===== src/rtl/memory_access_unit_pkg.sv =====
// Shared definitions for the memory-stage data-memory initiator.
//  - MAU_XLEN / MAU_ADDR_W : data and address widths (only 32 is supported)
//  - F3_*                  : funct3 encodings for loads and stores
//  - mau_state_e           : FSM state encoding
//  - natural_off()         : forces offset bits below the access size to zero
//  - is_misaligned()       : detects an offset that is not size-aligned
package memory_access_unit_pkg;

    localparam int MAU_XLEN   = 32;
    localparam int MAU_ADDR_W = 32;

    localparam logic [2:0] F3_B  = 3'b000;
    localparam logic [2:0] F3_H  = 3'b001;
    localparam logic [2:0] F3_W  = 3'b010;
    localparam logic [2:0] F3_BU = 3'b100;
    localparam logic [2:0] F3_HU = 3'b101;

    typedef enum logic [1:0] {
        ST_IDLE = 2'd0,
        ST_REQ  = 2'd1,
        ST_WAIT = 2'd2,
        ST_DONE = 2'd3
    } mau_state_e;

    // funct3[1:0] encodes the access size: 00 byte, 01 half, 1x word.
    function automatic logic [1:0] natural_off(input logic [2:0] op, input logic [1:0] off);
        case (op[1:0])
            2'b00:   natural_off = off;
            2'b01:   natural_off = {off[1], 1'b0};
            default: natural_off = 2'b00;
        endcase
    endfunction

    function automatic logic is_misaligned(input logic [2:0] op, input logic [1:0] off);
        case (op[1:0])
            2'b00:   is_misaligned = 1'b0;
            2'b01:   is_misaligned = off[0];
            default: is_misaligned = (off != 2'b00);
        endcase
    endfunction

endpackage


===== src/rtl/memory_access_unit_mem_lane_align.sv =====
// mem_lane_align: combinational byte-lane steering for a 32-bit data port.
//  Store side: byte strobes and lane-replicated write data for SB/SH/SW.
//  Load side : byte/half extraction with sign or zero extension.
// Ports:
//  i_op       funct3 of the access
//  i_off      byte offset within the word (already size-aligned by the caller)
//  i_st_data  store source data
//  i_ld_data  raw word read from memory
//  o_wstrb    byte write strobes
//  o_wdata    lane-replicated write data
//  o_ld_val   extracted and extended load value
module mem_lane_align
    import memory_access_unit_pkg::*;
#(
    parameter int XLEN = MAU_XLEN
) (
    input  logic [2:0]      i_op,
    input  logic [1:0]      i_off,
    input  logic [XLEN-1:0] i_st_data,
    input  logic [XLEN-1:0] i_ld_data,
    output logic [3:0]      o_wstrb,
    output logic [XLEN-1:0] o_wdata,
    output logic [XLEN-1:0] o_ld_val
);

    logic [7:0]  w_byte;
    logic [15:0] w_half;

    always_comb begin
        o_wstrb = 4'b1111;
        o_wdata = i_st_data;
        case (i_op[1:0])
            2'b00: begin
                o_wstrb = 4'b0001 << i_off;
                o_wdata = {4{i_st_data[7:0]}};
            end
            2'b01: begin
                o_wstrb = i_off[1] ? 4'b1100 : 4'b0011;
                o_wdata = {2{i_st_data[15:0]}};
            end
            default: ;
        endcase
    end

    always_comb begin
        w_byte = i_ld_data[{i_off, 3'b000} +: 8];
        w_half = i_off[1] ? i_ld_data[31:16] : i_ld_data[15:0];
        case (i_op)
            F3_B:    o_ld_val = {{(XLEN-8){w_byte[7]}}, w_byte};
            F3_BU:   o_ld_val = {{(XLEN-8){1'b0}}, w_byte};
            F3_H:    o_ld_val = {{(XLEN-16){w_half[15]}}, w_half};
            F3_HU:   o_ld_val = {{(XLEN-16){1'b0}}, w_half};
            default: o_ld_val = i_ld_data;
        endcase
    end

endmodule


===== src/rtl/memory_access_unit.sv =====
// memory_access_unit: memory-stage data-memory initiator.
//  Issues one load or store request per memory instruction, waits for the
//  response, and presents the aligned/extended load value with memory_ready_o.
//  Non-memory instructions pass straight through with memory_ready_o=1.
// Optional feature: define MISALIGN_TRAP_EN to trap size-misaligned accesses
//  (no request, straight to DONE with M_misalign_o=1). Without it, offset bits
//  below the access size are ignored.
// Ports:
//  clk_i, rst                      clock, synchronous active-high reset
//  execute_vaild_i, ED_mem_rd_i,
//  ED_mem_wr_i, ED_mem_op_i,
//  ED_valE_i, ED_valB_i            instruction from the execute stage
//  write_back_allow_in_i           write-back stage accepts the result
//  memory_ready_o, M_valM_o        stage done flag and load result
//  M_misalign_o                    misalignment trap flag (MISALIGN_TRAP_EN only)
//  dmem_*                          data-memory request/response port
module memory_access_unit
    import memory_access_unit_pkg::*;
#(
    parameter int XLEN       = MAU_XLEN,
    parameter int ADDR_WIDTH = MAU_ADDR_W
) (
    input  logic                  clk_i,
    input  logic                  rst,
    input  logic                  execute_vaild_i,
    input  logic                  ED_mem_rd_i,
    input  logic                  ED_mem_wr_i,
    input  logic [2:0]            ED_mem_op_i,
    input  logic [XLEN-1:0]       ED_valE_i,
    input  logic [XLEN-1:0]       ED_valB_i,
    input  logic                  write_back_allow_in_i,
`ifdef MISALIGN_TRAP_EN
    output logic                  M_misalign_o,
`endif
    output logic                  memory_ready_o,
    output logic [XLEN-1:0]       M_valM_o,
    output logic                  dmem_req_o,
    output logic                  dmem_we_o,
    output logic [ADDR_WIDTH-1:0] dmem_addr_o,
    output logic [3:0]            dmem_wstrb_o,
    output logic [XLEN-1:0]       dmem_wdata_o,
    input  logic                  dmem_gnt_i,
    input  logic                  dmem_rvalid_i,
    input  logic [XLEN-1:0]       dmem_rdata_i
);

    mau_state_e      r_state;
    logic [XLEN-1:0] r_rdata_q;
    logic [2:0]      r_op_q;
    logic [1:0]      r_off_q;
    logic            r_is_load;
`ifdef MISALIGN_TRAP_EN
    logic            r_misalign;
`endif

    logic            w_memop;
    logic            w_trap;
    logic [1:0]      w_off_nat;
    logic            w_in_done;
    logic [2:0]      w_lane_op;
    logic [1:0]      w_lane_off;
    logic [3:0]      w_wstrb;
    logic [XLEN-1:0] w_wdata;
    logic [XLEN-1:0] w_ld_val;

    assign w_memop   = execute_vaild_i & (ED_mem_rd_i | ED_mem_wr_i);
    assign w_off_nat = natural_off(ED_mem_op_i, ED_valE_i[1:0]);
`ifdef MISALIGN_TRAP_EN
    assign w_trap    = is_misaligned(ED_mem_op_i, ED_valE_i[1:0]);
`else
    assign w_trap    = 1'b0;
`endif

    // One lane aligner serves both directions: request fields only matter in
    // IDLE/REQ (driven from ED), load extraction only in DONE (driven from the
    // latched op/offset).
    assign w_in_done  = (r_state == ST_DONE);
    assign w_lane_op  = w_in_done ? r_op_q  : ED_mem_op_i;
    assign w_lane_off = w_in_done ? r_off_q : w_off_nat;

    mem_lane_align #(.XLEN(XLEN)) u_lane_align (
        .i_op      (w_lane_op),
        .i_off     (w_lane_off),
        .i_st_data (ED_valB_i),
        .i_ld_data (r_rdata_q),
        .o_wstrb   (w_wstrb),
        .o_wdata   (w_wdata),
        .o_ld_val  (w_ld_val)
    );

    always_ff @(posedge clk_i) begin
        if (rst) begin
            r_state   <= ST_IDLE;
            r_rdata_q <= '0;
            r_op_q    <= '0;
            r_off_q   <= '0;
            r_is_load <= 1'b0;
`ifdef MISALIGN_TRAP_EN
            r_misalign <= 1'b0;
`endif
        end else begin
            case (r_state)
                ST_IDLE: begin
                    if (w_memop) begin
                        r_op_q    <= ED_mem_op_i;
                        r_off_q   <= w_off_nat;
                        r_is_load <= ED_mem_rd_i & ~w_trap;
                        if (w_trap) begin
                            r_state <= ST_DONE;
`ifdef MISALIGN_TRAP_EN
                            r_misalign <= 1'b1;
`endif
                        end else if (dmem_gnt_i) begin
                            r_state <= ST_WAIT;
                        end else begin
                            r_state <= ST_REQ;
                        end
                    end
                end
                ST_REQ: begin
                    if (dmem_gnt_i) r_state <= ST_WAIT;
                end
                ST_WAIT: begin
                    if (dmem_rvalid_i) begin
                        r_rdata_q <= dmem_rdata_i;
                        r_state   <= ST_DONE;
                    end
                end
                ST_DONE: begin
                    if (write_back_allow_in_i) begin
                        r_state <= ST_IDLE;
`ifdef MISALIGN_TRAP_EN
                        r_misalign <= 1'b0;
`endif
                    end
                end
                default: r_state <= ST_IDLE;
            endcase
        end
    end

    // The request is raised combinationally in IDLE so a granted access costs
    // no extra cycle; it is masked during reset so nothing new is issued.
    assign dmem_req_o = ~rst & (((r_state == ST_IDLE) & w_memop & ~w_trap) |
                                (r_state == ST_REQ));
    assign dmem_we_o    = ED_mem_wr_i;
    assign dmem_addr_o  = {ED_valE_i[ADDR_WIDTH-1:2], 2'b00};
    assign dmem_wstrb_o = ED_mem_wr_i ? w_wstrb : 4'b0000;
    assign dmem_wdata_o = w_wdata;

    assign memory_ready_o = ((r_state == ST_IDLE) & ~w_memop) | w_in_done;
    assign M_valM_o       = (w_in_done & r_is_load) ? w_ld_val : '0;
`ifdef MISALIGN_TRAP_EN
    assign M_misalign_o   = r_misalign;
`endif

endmodule


===== config.mk =====
export PLATFORM = sky130hd
export DESIGN_NAME = memory_access_unit
export DESIGN_NICKNAME = d
export VERILOG_FILES = /design/src/rtl/memory_access_unit_pkg.sv /design/src/rtl/memory_access_unit_mem_lane_align.sv /design/src/rtl/memory_access_unit.sv
export SDC_FILE = /design/constraint.sdc
export NUM_CORES = 1
export LEC_CHECK = 0
export ABC_AREA = 1
export BUFFER_PORTS_ARGS = -buffer_cell sky130_fd_sc_hd__buf_2
export CAP_MARGIN = 10
export CELL_PAD_IN_SITES_DETAIL_PLACEMENT = 1
export CELL_PAD_IN_SITES_GLOBAL_PLACEMENT = 2
export CORE_MARGIN = 4
export CORE_UTILIZATION = 22
export CTS_BUF_LIST = sky130_fd_sc_hd__clkbuf_4 sky130_fd_sc_hd__clkbuf_8 sky130_fd_sc_hd__clkbuf_16
export DETAILED_ROUTE_END_ITERATION = 10
export GPL_ROUTABILITY_DRIVEN = 0
export PLACE_DENSITY = 0.87
export SETUP_SLACK_MARGIN = 0.4
export SYNTH_ARGS = -nofsm -noshare
export SYNTH_HDL_FRONTEND = slang
export SYNTH_HIERARCHICAL = 1
export SYNTH_SLANG_ARGS = --single-unit

===== constraint.sdc =====
create_clock -name clk_i -period 3.8 [get_ports clk_i]
set_input_delay 0.19 -clock clk_i [delete_from_list [all_inputs] [get_ports clk_i]]
set_output_delay 0.19 -clock clk_i [all_outputs]
set_load 0.01 [all_outputs]

==> Yosys cells after proc, flatten, opt, wreduce, memory -nomap -nowiden <==
Index checks and enable logic that the tools add are counted.
{ "word_totals": {"regBits": 40, "inputBits": 107, "output_inout_bits": 103, "elab_cells": 52} }
{ "op_classes": {"n_eq_ne": 12, "n_shift": 2, "muxes": 16, "n_bitwise": 10, "n_reduce_logical": 7} }
{ "ops": {"columns": ["cell", "count"], "rows": [
  ["case mux 32 bit (4 select lines)", 1],
  ["case mux 32 bit (2 select lines)", 1],
  ["2-to-1 mux 32 bit", 1],
  ["variable part select 32 x 6 -> 8 bit", 1],
  ["2-to-1 mux 16 bit", 1],
  ["2-to-1 mux 2 bit", 6],
  ["2-to-1 mux 4 bit", 2],
  ["inequality test 2 bit (second input constant)", 4],
  ["case mux 2 bit (4 select lines)", 1],
  ["case mux 4 bit (2 select lines)", 1],
  ["== test 2 x 1 -> 1 bit (second input constant)", 3],
  ["== test 3 bit (second input constant)", 2],
  ["zero test 2 bit", 3],
  ["bitwise AND 1 bit", 5],
  ["== test 2 bit (second input constant)", 2],
  ["case mux 2 bit (2 select lines)", 1],
  ["AND reduction 2 bit", 2],
  ["AND reduction 4 bit", 1],
  ["<< shifter 1 x 2 -> 4 bit (first input constant)", 1],
  ["== test 3 x 1 -> 1 bit (second input constant)", 1],
  ["zero test 3 bit", 1],
  ["2-to-1 mux 3 bit", 1],
  ["OR 1 bit", 3],
  ["NOT 1 bit", 2]
]} }

==> Longest topological paths before layout <==
Gate-level depths: netlist (run 1).
{ "depth": {"depth_word": 6, "ltp_mapped": 15} }

==> Modules after synthesis <==
Netlist (run 1), hierarchy kept.
{ "by_module_without_submodules": {"columns": ["mod", "n_inst", "cells_per_inst", "area_per_inst_um2", "seq_area_each_um2"], "rows": [
  ["memory_access_unit", 1, 329, 2175.8, 800.8],
  ["mem_lane_align", 1, 297, 1378.8, 0.0]
]} }

==> Worst setup path before layout (run 1) <==
Ideal clock, no wire load.
{ "synth_timing": {"path_type": "reg2out", "from": "reg r_state[0]", "to": "out M_valM_o[16]", "arrival_time_ns": 1.900, "t_required_ns": 3.610, "path_slack_ns": 1.710, "path_stages_with_launch": 13, "path_cell_list": "dfxtp_1 ha_1 buf_6 inv_1 nor2_1 nor2_1 nand2_4 nor2_4 o211ai_4 buf_6 nand3_1 inv_1 nor2_1"} }
{ "synth_via": {"elab_chain_cells": 5, "word_cells_on_any_way": 12, "cone_classes": "eq/ne (4); shift (1); mux (5); bitwise (1); reduce/logical (1)"} }
{ "synth_rtl": {"columns": ["element", "line", "text"], "rows": [
  ["start: declaration", "memory_access_unit.sv:47", "mau_state_e r_state;"],
  ["start signal: assignment", "memory_access_unit.sv:93", "r_state <= ST_IDLE;"],
  ["start signal: assignment", "memory_access_unit.sv:109", "r_state <= ST_DONE;"],
  ["start signal: assignment", "memory_access_unit.sv:114", "r_state <= ST_WAIT;"],
  ["== test 2 bit (*)", "memory_access_unit.sv:77", "assign w_in_done = (r_state == ST_DONE);"],
  ["2-to-1 mux 3 bit (*)", "memory_access_unit.sv:78", "assign w_lane_op = w_in_done ? r_op_q : ED_mem_op_i;"],
  ["via w_lane_op[0]", "memory_access_unit.sv:60", "logic [2:0] w_lane_op;"],
  ["== test 3 bit (tied with other cells)", "memory_access_unit_mem_lane_align.sv:48", "case (i_op)"],
  ["case mux 32 bit (4 select lines) (*)", "memory_access_unit_mem_lane_align.sv:48", null],
  ["via w_ld_val[16]", "memory_access_unit.sv:64", "logic [XLEN-1:0] w_ld_val;"],
  ["2-to-1 mux 32 bit (*)", "memory_access_unit.sv:152", "assign M_valM_o = (w_in_done & r_is_load) ? w_ld_val : '0;"],
  ["end: declaration", "memory_access_unit.sv:36", "output logic [XLEN-1:0] M_valM_o,"]
]} }
The timed path passes the listed nets; every way through them passes the cells marked *.

==> Worst setup path in the final report (run 1) <==
{ "layout_timing": {"from": "reg r_state[0]", "to": "out M_valM_o[30]"} }
{ "layout_via": {"elab_chain_cells": 5, "word_cells_on_any_way": 12, "cone_classes": "eq/ne (4); shift (1); mux (5); bitwise (1); reduce/logical (1)"} }
{ "layout_rtl": {"columns": ["element", "line", "text"], "rows": [
  ["== test 2 bit", "memory_access_unit.sv:77", null],
  ["2-to-1 mux 2 bit", "memory_access_unit.sv:79", "assign w_lane_off = w_in_done ? r_off_q : w_off_nat;"],
  ["via w_lane_off[0]", "memory_access_unit.sv:61", "logic [1:0] w_lane_off;"],
  ["variable part select 32 x 6 -> 8 bit", "memory_access_unit_mem_lane_align.sv:46", "w_byte = i_ld_data[{i_off, 3'b000} +: 8];"],
  ["case mux 32 bit (4 select lines)", "memory_access_unit_mem_lane_align.sv:48", null],
  ["via w_ld_val[30]", "memory_access_unit.sv:64", null],
  ["2-to-1 mux 32 bit", "memory_access_unit.sv:152", null]
]} }
The timed path passes the listed nets, and every way through them passes these cells.

==> run_results.csv, run 1 <==
group,metric,value,unit
worst_setup_path,r2r_start,"r_state[0]$_SDFFE_PP0P_",
worst_setup_path,cp-start-kind,"flip-flop",
synthesis,synth-seq-area-share,22.5,%
synthesis,synth.top_cells.by_area,"dfxtp_1, nand2_1, nor2_1, buf_4, o21ai_0",
hold_path,min_to,"r_is_load$_SDFFE_PP0P_",
worst_setup_path,slowest_stage,"dfxtp_1",
routing,wl,12800,µm
global_routing,overflow,0,
synthesis,synth_top_area_cell,"dfxtp_1",
timing,worst_slew_pin_slew,1130,ps
power,power_leakage,0.00224,µW
worst_setup_path,crit_path_frequent_cell,"nand2_1",
placement,dp_hpwl,10300,µm
power,power.density,469,nW/µm²
run_status,outcome,"finished clean",
timing,setup_viol,0,
hold_path,min_path_type,"input pin to flip-flop",
worst_setup_path,ff2ff_path_depth,7,
timing,rsz0062_at_grt,"false",
run,drv_cap,0,
floorplan,pin_count,210,
worst_setup_path,worst-path-max-fanout,24,
synthesis,synth-edff-count,0,
routing,drt_pass1_iterations,4,
worst_setup_path,critPathArrivalTime,2810,ps
worst_setup_path,endpoint_kind,"primary output",
floorplan,fp.dieH,135,µm
timing,finalHoldViolCount,0,
timing,max-slew-margin-rel,24.8,%
synthesis,syn_inst,626,
synthesis,synth_area,3550,µm²
final_layout,n_fill_cell,2168,
worst_setup_path,r2r_end,"r_rdata_q[5]$_SDFFE_PP0P_",
global_routing,grt_first_pass_wirelength,19800,µm
clock_network,cts_buffers,5,
routing,vias,3954,
clock_network,clockBufferDepth,2,
routing,detail-route-antenna-nets,0,
worst_setup_path,regToRegSetupSlack,2040,ps
clock_network,cts_resized,0,
floorplan,die_w,135,µm
synthesis,synth_ff_type,"dfxtp_1",
clock_network,cts_max_level,2,
synthesis,ys_top_cells_by_count,"nand2_1, nor2_1, inv_1",
final_layout,nets,827,
final_layout,final_util,27.0,%
worst_setup_path,cp_data_required_time,3610,ps
floorplan,fp-row-count,46,
routing,avgViaCountPerCell,4.24,
timing,fin_crit,3000,ps
power,max-vdd-ir-drop,0.197,mV
clock_network,post-cts-setup-buffers,0,
clock_network,clk-insertion-delay-late,280,ps
final_layout,drive_above_1_share,25.0,%
floorplan,dieArea,18300,µm²
hold_path,hold-path-cell-count,2,
worst_setup_path,path_class,"flip-flop to primary output",
timing,fin_worst_skew,2.72,ps
synthesis,async_flop_share,0,%
routing,first_iter_violations,109,
placement,portBuffers,147,
synthesis,yosysWarnings,6,
worst_setup_path,cp_cell_sequence,"ha_1, nor2_1, a32o_1, buf_4, inv_2, nand2_1, nand2_1, nand2_1, nand3_2, nand2_4, nand3_1, inv_1, nor2_1, buf_2",
timing,fmax,0.334,GHz
synthesis,synth-seq-cells,40,
worst_setup_path,slowest_delay,390,ps
synthesis,syn_avg_cell_area,5.68,µm²
hold_path,hp-start,"rst",
timing,maxSlewViolCount,0,
global_routing,grt_usage,13.4,%
synthesis,yosysUniqueCellTypes,31,
routing,drc,0,
final_layout,diodes,0,
clock_network,clkSlewWorstSetupHoldPaths,60,ps
floorplan,core,15900,µm²
global_routing,grt_max_degree,41,
timing,timing.final.crit_share,78.9,%
clock_network,tritoncts,"done",
final_layout,syn2layout_area_growth,20.6,%
clock_network,cts-root-buf,"clkbuf_16",
synthesis,synth_most_common_cell,"nand2_1",
global_routing,antenna_found_initial,2,
timing,setup_tns,0,ps
floorplan,start_util,22.4,%
clock_network,cts_hold_buf,0,
synthesis,yosys.area.top_type_share,22.5,%
routing,post_drt_wl_per_cell,13.7,µm
clock_network,clock_sinks,40,
global_routing,grt_pass1_vias,3859,
-- sequential cells by signal, summed over array words and instances, names as in the netlist --
register   flops
r_rdata_q     32
r_is_load      1
r_off_q        2
r_op_q         3
r_state        2
-- layout by cell type (no fill, tap or decap), drive strengths merged --
| master | instances |
|---|---|
| nand2 | 187 |
| buf | 151 |
| nor2 | 142 |
| inv | 62 |
| o21ai | 62 |
| nand3 | 41 |
| dfxtp | 40 |
| o211ai | 7 |
| ha | 5 |
| clkbuf | 5 |
| a21oi | 4 |
| o21a | 3 |
| conb | 2 |
| a32o | 1 |
| clkinv | 1 |
| clkinvlp | 1 |
| bufinv | 1 |
| o31ai | 1 |
-- cell type report --
cell class / count / area (µm²) / share of cell area, %
Multi-Input combinational cell: 455 / 2040 / 47.6
Inverter: 62 / 238 / 5.55
Sequential cell: 40 / 801 / 18.7
Tap cell: 216 / 270 / 6.30
Clock buffer: 5 / 125 / 2.92
Clock inverter: 3 / 46.3 / 1.08
Timing Repair Buffer: 151 / 766 / 17.9
-- per-layer routing --
metal	share of wire [%]	vias to the layer above	global-route usage [%]
met2	45	94	21.9
met3	7.9	12	3.43
met4	0.90	4	2.80
met5	0.20	-	0
met1	46	1777	17.8
li1	-	2067	-
-- worst max-delay path: cells and delay by family, from the launching register on --
family / cells / cell delay, ps
buffers and inverters: 4 / 700
AND/OR/NAND/NOR: 8 / 810
adder cells (fa/ha/maj): 1 / 390
AO/OA/AOI/OAI: 1 / 230
flip-flops: 1 / 390
-- how the worst max path moves through the flow --
| stage | from | end | slack, ps | cells past startpoint |
|---|---|---|---|---|
| CTS | r_state[0]$_SDFFE_PP0P_ | M_valM_o[30] | 740 | 14 |
| finish | r_state[0]$_SDFFE_PP0P_ | M_valM_o[30] | 800 | 14 |
| global route | r_state[0]$_SDFFE_PP0P_ | M_valM_o[9] | 470 | 14 |
| floorplan | r_state[0]$_SDFFE_PP0P_ | M_valM_o[16] | 1710 | 12 |
| detailed placement | r_state[0]$_SDFFE_PP0P_ | M_valM_o[30] | 1060 | 14 |
| global placement | r_state[0]$_SDFFE_PP0P_ | M_valM_o[11] | 1130 | 11 |
-- through the flow --
stage	area [µm²]	instances	power, µW	setup slack (ps)	hold slack, ps
final	4290	932	2010	802	93.7
after global routing	4290	932	2190	472	85.4
after CTS	4290	932	2040	744	84.4
after detailed placement	4120	924	1550	1060	380
after global placement	4120	924	1530	1130	371
after floorplan	3560	627	1290	1710	259
-- power by group --
part / total, µW / leakage (µW) / switching [µW] / internal (µW)
Combinational: 885 / 0.00184 / 562 / 323
Sequential: 639 / 0.000327 / 121 / 518
Clock: 485 / 0.0000804 / 174 / 312
-- logic make-up (layout without fill, tap and decap cells) --
| logic type | count (synthesis) | in the layout | share of synthesized area [%] |
|---|---|---|---|
| AND/OR/NAND/NOR | 370 | 370 | 42.6 |
| buffers and inverters | 132 | 221 | 20.5 |
| AO/OA/AOI/OAI | 78 | 78 | 12.5 |
| flip-flops | 40 | 40 | 22.5 |
| adder cells (fa/ha/maj) | 5 | 5 | 1.76 |
| other | 1 | 2 | 0.105 |
Power figures use the tool's default switching activity.
==> run 2, diff against run 1 <==
--- a/config.mk
+++ b/config.mk
@@ -5,7 +5,7 @@
 export SDC_FILE = /design/constraint.sdc
 export NUM_CORES = 1
 export LEC_CHECK = 0
-export ABC_AREA = 1
+export ABC_AREA = 0
 export BUFFER_PORTS_ARGS = -buffer_cell sky130_fd_sc_hd__buf_2
 export CAP_MARGIN = 10
 export CELL_PAD_IN_SITES_DETAIL_PLACEMENT = 1
@@ -15,7 +15,7 @@
 export CTS_BUF_LIST = sky130_fd_sc_hd__clkbuf_4 sky130_fd_sc_hd__clkbuf_8 sky130_fd_sc_hd__clkbuf_16
 export DETAILED_ROUTE_END_ITERATION = 10
 export GPL_ROUTABILITY_DRIVEN = 0
-export PLACE_DENSITY = 0.87
+export PLACE_DENSITY = 0.81
 export SETUP_SLACK_MARGIN = 0.4
 export SYNTH_ARGS = -nofsm -noshare
 export SYNTH_HDL_FRONTEND = slang
==> constraint.sdc (replaced) <==
create_clock -name clk_i -period 3 [get_ports clk_i]
set_input_delay 0.15 -clock clk_i [delete_from_list [all_inputs] [get_ports clk_i]]
set_output_delay 0.15 -clock clk_i [all_outputs]
set_load 0.01 [all_outputs]
==> run_results.csv, run 2 <==
group,metric,value,unit
global_routing,overflow,0,
synthesis,synth_most_common_cell,"nand2_1",
routing,drc,0,
synthesis,synth-seq-cells,40,
timing,timing.final.crit_share,86.3,%
global_routing,grt_usage,14.4,%
floorplan,dieArea,17500,µm²
global_routing,antenna_found_initial,0,
placement,dp_hpwl,10200,µm
run,drv_cap,0,
timing,setup_ws,412,ps
synthesis,synth-seq-area-share,23.5,%
timing,setup_viol,0,
timing,holdWs,105,ps
floorplan,fp.dieH,132,µm
timing,worst_slew_pin_slew,1020,ps
clock_network,cts_hold_buf,0,
routing,drt_pass1_iterations,4,
clock_network,clk-insertion-delay-late,280,ps
hold_path,hp-start,"dmem_rdata_i[23]",
routing,detail-route-antenna-nets,0,
clock_network,tritoncts,"done",
hold_path,min_path_type,"input pin to flip-flop",
synthesis,yosysUniqueCellTypes,44,
clock_network,cts_buffers,5,
power,total_power,2280,µW
clock_network,clkSlewWorstSetupHoldPaths,60,ps
worst_setup_path,cp_cell_sequence,"ha_4, buf_12, mux2_2, nand2b_4, a2bb2oi_4, buf_4, o21a_1, a21oi_1, and3_4, buf_6",
routing,avgViaCountPerCell,4.82,
final_layout,n_fill_cell,1869,
final_layout,largestRegisters,"r_rdata_q (32), r_op_q (3)",
synthesis,syn_inst,448,
routing,wl,13600,µm
final_layout,largest_register_ffs,32,
worst_setup_path,worst-path-max-fanout,6,
routing,first_iter_violations,119,
final_layout,syn2layout_area_growth,33.6,%
synthesis,synth_area,3410,µm²
synthesis,synth-edff-count,0,
floorplan,core,15200,µm²
floorplan,start_util,22.4,%
global_routing,grt_pass1_vias,3735,
synthesis,yosysWarnings,6,
worst_setup_path,crit_start,"r_state[0]$_SDFFE_PP0P_",
placement,portBuffers,147,
synthesis,synth_top_area_cell,"dfxtp_1",
run_status,outcome,"finished clean",
worst_setup_path,slowest_stage,"dfxtp_2",
floorplan,die_w,132,µm
power,power.density,501,nW/µm²
worst_setup_path,endpoint_kind,"primary output",
timing,max-slew-margin-rel,31.9,%
global_routing,grt_max_degree,44,
worst_setup_path,path_class,"flip-flop to primary output",
final_layout,diodes,0,
synthesis,synth.top_cells.by_area,"dfxtp_1, buf_4, nand2_1, a21oi_1, and3_1",
timing,fin_crit,2590,ps
timing,maxSlewViolCount,0,
worst_setup_path,r2r_start,"r_state[1]$_SDFFE_PP0P_",
timing,fmax,0.386,GHz
power,power_leakage,0.00214,µW
final_layout,layout_common_cells,"buf_2, nand2_1, a21oi_1",
global_routing,grt_first_pass_wirelength,20600,µm
worst_setup_path,slowest_delay,360,ps
synthesis,yosys.area.top_type_share,23.5,%
synthesis,synth_ff_type,"dfxtp_1",
routing,vias,3603,
timing,fin_worst_skew,4.86,ps
worst_setup_path,cp-start-kind,"flip-flop",
routing,post_drt_wl_per_cell,18.2,µm
clock_network,clock_sinks,40,
clock_network,cts_max_level,2,
final_layout,layout.cells.non_filler,748,
clock_network,cts-root-buf,"clkbuf_16",
synthesis,async_flop_share,0,%
power,max-vdd-ir-drop,0.188,mV
synthesis,syn_avg_cell_area,7.61,µm²
placement,placedCellCount,720,
floorplan,fp-row-count,45,
synthesis,ys_top_cells_by_count,"nand2_1, a21oi_1, buf_4",
timing,finalHoldViolCount,0,
final_layout,drive_above_1_share,44.3,%
timing,rsz0062_at_grt,"true",
timing,setup_tns,0,ps
worst_setup_path,cp_data_required_time,2850,ps
final_layout,nets,671,
final_layout,layout_commonest_cell,"buf_2",
floorplan,pin_count,210,
final_layout,largest_register,"r_rdata_q",
placement,pre_cts_ws,281,ps
worst_setup_path,critPathArrivalTime,2440,ps
clock_network,clockBufferDepth,2,
[run 2: cell types whose count changed after synthesis, sizes merged, moves of 35 or more]
cell | previous run | this run
nand3 | 41 | 2
nor2 | 142 | 13
nand2 | 187 | 88
inv | 61 | 8
o21ai | 62 | 27
a21oi | 4 | 46
[run 2: kinds of logic (layout without fill, tap and decap cells)]
kind of cell | count (synthesis) | in the layout | share of synthesized area, %
buffers and inverters | 85 | 196 | 15.1
adders and majority gates | 5 | 5 | 1.84
DFF | 40 | 40 | 23.5
other | 1 | 2 | 0.110
AOI/OAI and AO/OA | 111 | 111 | 23.1
muxes | 37 | 37 | 11.9
and+or+nand+nor | 169 | 169 | 24.4
[run 2: cell type report]
type / count / area, µm² / share of cell area (%)
Multi-Input combinational cell: 324 / 2210 / 48.5
Timing Repair Buffer: 180 / 1110 / 24.4
Sequential cell: 40 / 803 / 17.6
Tap cell: 188 / 235 / 5.16
Clock buffer: 5 / 125 / 2.75
Clock inverter: 3 / 42.5 / 0.934
Inverter: 8 / 30.0 / 0.659
[run 2: routing by layer]
metal,up-vias,wire (µm),part of all wire [%],track usage (%)
li1,1725,-,-,-
met1,1744,5500,40,16.6
met2,112,7080,52,26.9
met3,22,779,5.7,3.16
met4,0,232,1.7,3.87
met5,-,0,0,0
[run 2: stage by stage]
step           utilization [%]  instance area, µm²
6_report                  30.0                4550
5_1_grt                   30.0                4550
4_1_cts                   29.0                4410
3_5_place_dp              26.3                4000
3_3_place_gp              26.3                4000
2_1_floorplan                -                3410
[run 2: timing repair]
item,in CTS,in global routing
setup buffers,14,4
pin swaps,3,8
cloned,1,1
gates resized for setup,22,25
hold endpoints to repair,0,0
endpoints found under the setup margin,41,35
[run 2: worst max-delay path: cells and delay by family, from the launching register on]
family                   cells  cell delay (ps)
AO/OA/AOI/OAI                3              460
adder cells (fa/ha/maj)      1              220
buffers and inverters        3              370
flip-flops                   1              360
multiplexers                 1              360
AND/OR/NAND/NOR              2              370
[run 2: worst paths after layout]
check,slack (ps),cells past startpoint,end
setup reg to reg,1030,7,r_state[0]$_SDFFE_PP0P_
setup / recovery,410,10,M_valM_o[31]
hold / removal,110,3,r_rdata_q[23]$_SDFFE_PP0P_
hold reg to reg,460,2,r_rdata_q[3]$_SDFFE_PP0P_
[run 2: report_power, final]
part	switching (µW)	total, µW	leakage, µW	internal, µW
combinational	509	953	0.00174	444
clock	223	614	0.0000798	391
sequential	104	714	0.000325	610
==> run 3, diff against run 2 <==
--- a/config.mk
+++ b/config.mk
@@ -15,7 +15,8 @@
 export CTS_BUF_LIST = sky130_fd_sc_hd__clkbuf_4 sky130_fd_sc_hd__clkbuf_8 sky130_fd_sc_hd__clkbuf_16
 export DETAILED_ROUTE_END_ITERATION = 10
 export GPL_ROUTABILITY_DRIVEN = 0
-export PLACE_DENSITY = 0.81
+export HOLD_SLACK_MARGIN = 0.15
+export PLACE_DENSITY = 0.91
 export SETUP_SLACK_MARGIN = 0.4
 export SYNTH_ARGS = -nofsm -noshare
 export SYNTH_HDL_FRONTEND = slang
==> run_results.csv, run 3 (synthesis gave the netlist of run 2 again) <==
group,metric,value,unit
run_status,outcome,"finished clean",
power,power_leakage,0.00220,µW
final_layout,diodes,0,
routing,wl,13600,µm
routing,post_drt_wl_per_cell,17.7,µm
timing,holdWs,161,ps
clock_network,clock_sinks,40,
floorplan,fp-row-count,45,
floorplan,dieArea,17500,µm²
timing,setup_tns,0,ps
floorplan,die_w,132,µm
final_layout,layout_common_cells,"buf_2, nand2_1, a21oi_1",
global_routing,overflow,0,
timing,finalHoldViolCount,0,
global_routing,grt_usage,14.6,%
worst_setup_path,endpoint_kind,"primary output",
clock_network,clkSlewWorstSetupHoldPaths,60,ps
routing,detail-route-antenna-nets,0,
power,p_sw_share,37.8,%
timing,timing.final.crit_share,87.4,%
clock_network,clk-insertion-delay-late,280,ps
final_layout,largest_register,"r_rdata_q",
global_routing,grt_pass1_vias,3938,
placement,dp_hpwl,10200,µm
floorplan,start_util,22.4,%
worst_setup_path,slowest_delay,370,ps
worst_setup_path,cp-start-kind,"flip-flop",
power,comb_power_share,42.9,%
clock_network,tritoncts,"done",
floorplan,core,15200,µm²
clock_network,clockBufferDepth,2,
run,drv_cap,0,
timing,setup_ws,377,ps
final_layout,final_util,30.8,%
global_routing,grt_first_pass_wirelength,20900,µm
timing,setup_viol,0,
power,seqPwrFrac,32.1,%
power,pwr-share-clk,24.9,%
worst_setup_path,slowest_stage,"dfxtp_2",
timing,fin_worst_skew,5.63,ps
worst_setup_path,critPathTopFamily,"compound AO/OA/AOI/OAI gates",
timing,fin_crit,2620,ps
routing,drt_pass1_iterations,4,
timing,fmax,0.381,GHz
floorplan,pin_count,210,
final_layout,drive_above_1_share,40.1,%
global_routing,grt_max_degree,44,
routing,first_iter_violations,109,
timing,max-slew-margin-rel,34.1,%
floorplan,fp.dieH,132,µm
power,intPower,1390,µW
worst_setup_path,cp_cell_sequence,"ha_4, nand2_2, o21ai_2, buf_6, mux2_4, a2bb2oi_4, nor3_4, buf_6, a221o_1, and3_1, buf_2",
clock_network,cts_buffers,5,
final_layout,syn2layout_area_growth,37.6,%
clock_network,cts-root-buf,"clkbuf_16",
power,power.density,475,nW/µm²
placement,pre_cts_ws,19.5,ps
placement,portBuffers,147,
timing,worst_slew_pin_slew,987,ps
global_routing,antenna_found_initial,0,
routing,drc,0,
worst_setup_path,cp_data_required_time,2850,ps
hold_path,min_path_type,"input pin to flip-flop",
routing,avgViaCountPerCell,4.82,
timing,maxSlewViolCount,0,
timing,rsz0062_at_grt,"true",
final_layout,layout_commonest_cell,"buf_2",
final_layout,largest_register_ffs,32,
worst_setup_path,critPathArrivalTime,2470,ps
clock_network,cts_max_level,2,
final_layout,nets,690,
worst_setup_path,path_class,"flip-flop to primary output",
routing,vias,3699,
final_layout,largestRegisters,"r_rdata_q (32), r_op_q (3)",
worst_setup_path,crit_path_frequent_cell,"buf_6",
worst_setup_path,worst-path-max-fanout,8,
worst_setup_path,crit_buf_inv,3,
power,p_sw,841,µW
power,max-vdd-ir-drop,0.250,mV
[run 3: changes by cell type in the layout (fill, tap and decap cells not counted), moves of 4 or more]
| cell | previous run | this run |
|---|---|---|
| buf_6 | 9 | 4 |
| dlygate4sd3_1 | 0 | 31 |
| buf_2 | 142 | 147 |
| buf_4 | 24 | 14 |
| and3_1 | 28 | 32 |
| and3_4 | 4 | 0 |
[run 3: worst paths after layout]
check | startpoint | to | slack (ps) | cells past startpoint
worst min register to register | r_rdata_q[3]$_SDFFE_PP0P_ | r_rdata_q[3]$_SDFFE_PP0P_ | 460 | 2
worst max-delay path | r_state[0]$_SDFFE_PP0P_ | M_valM_o[9] | 380 | 11
worst max register to register | r_state[0]$_SDFFE_PP0P_ | r_state[0]$_SDFFE_PP0P_ | 1050 | 6
worst min-delay path | dmem_rdata_i[17] | r_rdata_q[17]$_SDFFE_PP0P_ | 160 | 3
[run 3: power by group through the flow]
stage          combinational (µW)  sequential [µW]  clock [µW]
2_1_floorplan                 655              663           0
3_3_place_gp                  822              710           0
3_5_place_dp                  862              715           0
4_1_cts                       930              712         564
5_1_grt                      1050              723         588
6_report                      957              716         556
[run 3: layout make-up]
type                            instances  area (µm²)
Clock inverter                          1        7.51
Timing Repair Buffer                  199        1260
Inverter                                8        33.8
Tap cell                              188         235
Multi-Input combinational cell        324        2210
Clock buffer                            7         146
Fill cell                            1860       10500
Sequential cell                        40         803
[run 3: worst min-delay path: cells and delay by family]
kind / cells / cell delay (ps)
and+or+nand+nor: 1 / 70
AOI/OAI and AO/OA: 1 / 70
buffers and inverters: 1 / 100
[run 3: what timing repair did]
action                                  in CTS  in global routing
setup buffers                                5                  5
endpoints found under the hold margin       31                  0
gates resized for setup                     18                 15
endpoints found under the setup margin      47                 37
pin swaps                                    2                  6
hold buffers                                31                  0
[run 3: per-stage QoR]
stage                     cell area [µm²]  instances  total power (µW)
after global placement               3980        718              1530
after detailed placement             3980        718              1580
final                                4690        767              2230
after CTS                            4580        762              2210
after global routing                 4690        767              2360
after floorplan                      3410        449              1320
[run 3: per-layer routing]
metal | vias up | GRT usage, % | wire (µm)
met5 | - | 0 | 0
met4 | 0 | 3.75 | 231
met3 | 24 | 2.74 | 703
met2 | 120 | 27.9 | 7120
met1 | 1793 | 16.7 | 5510
li1 | 1762 | - | -
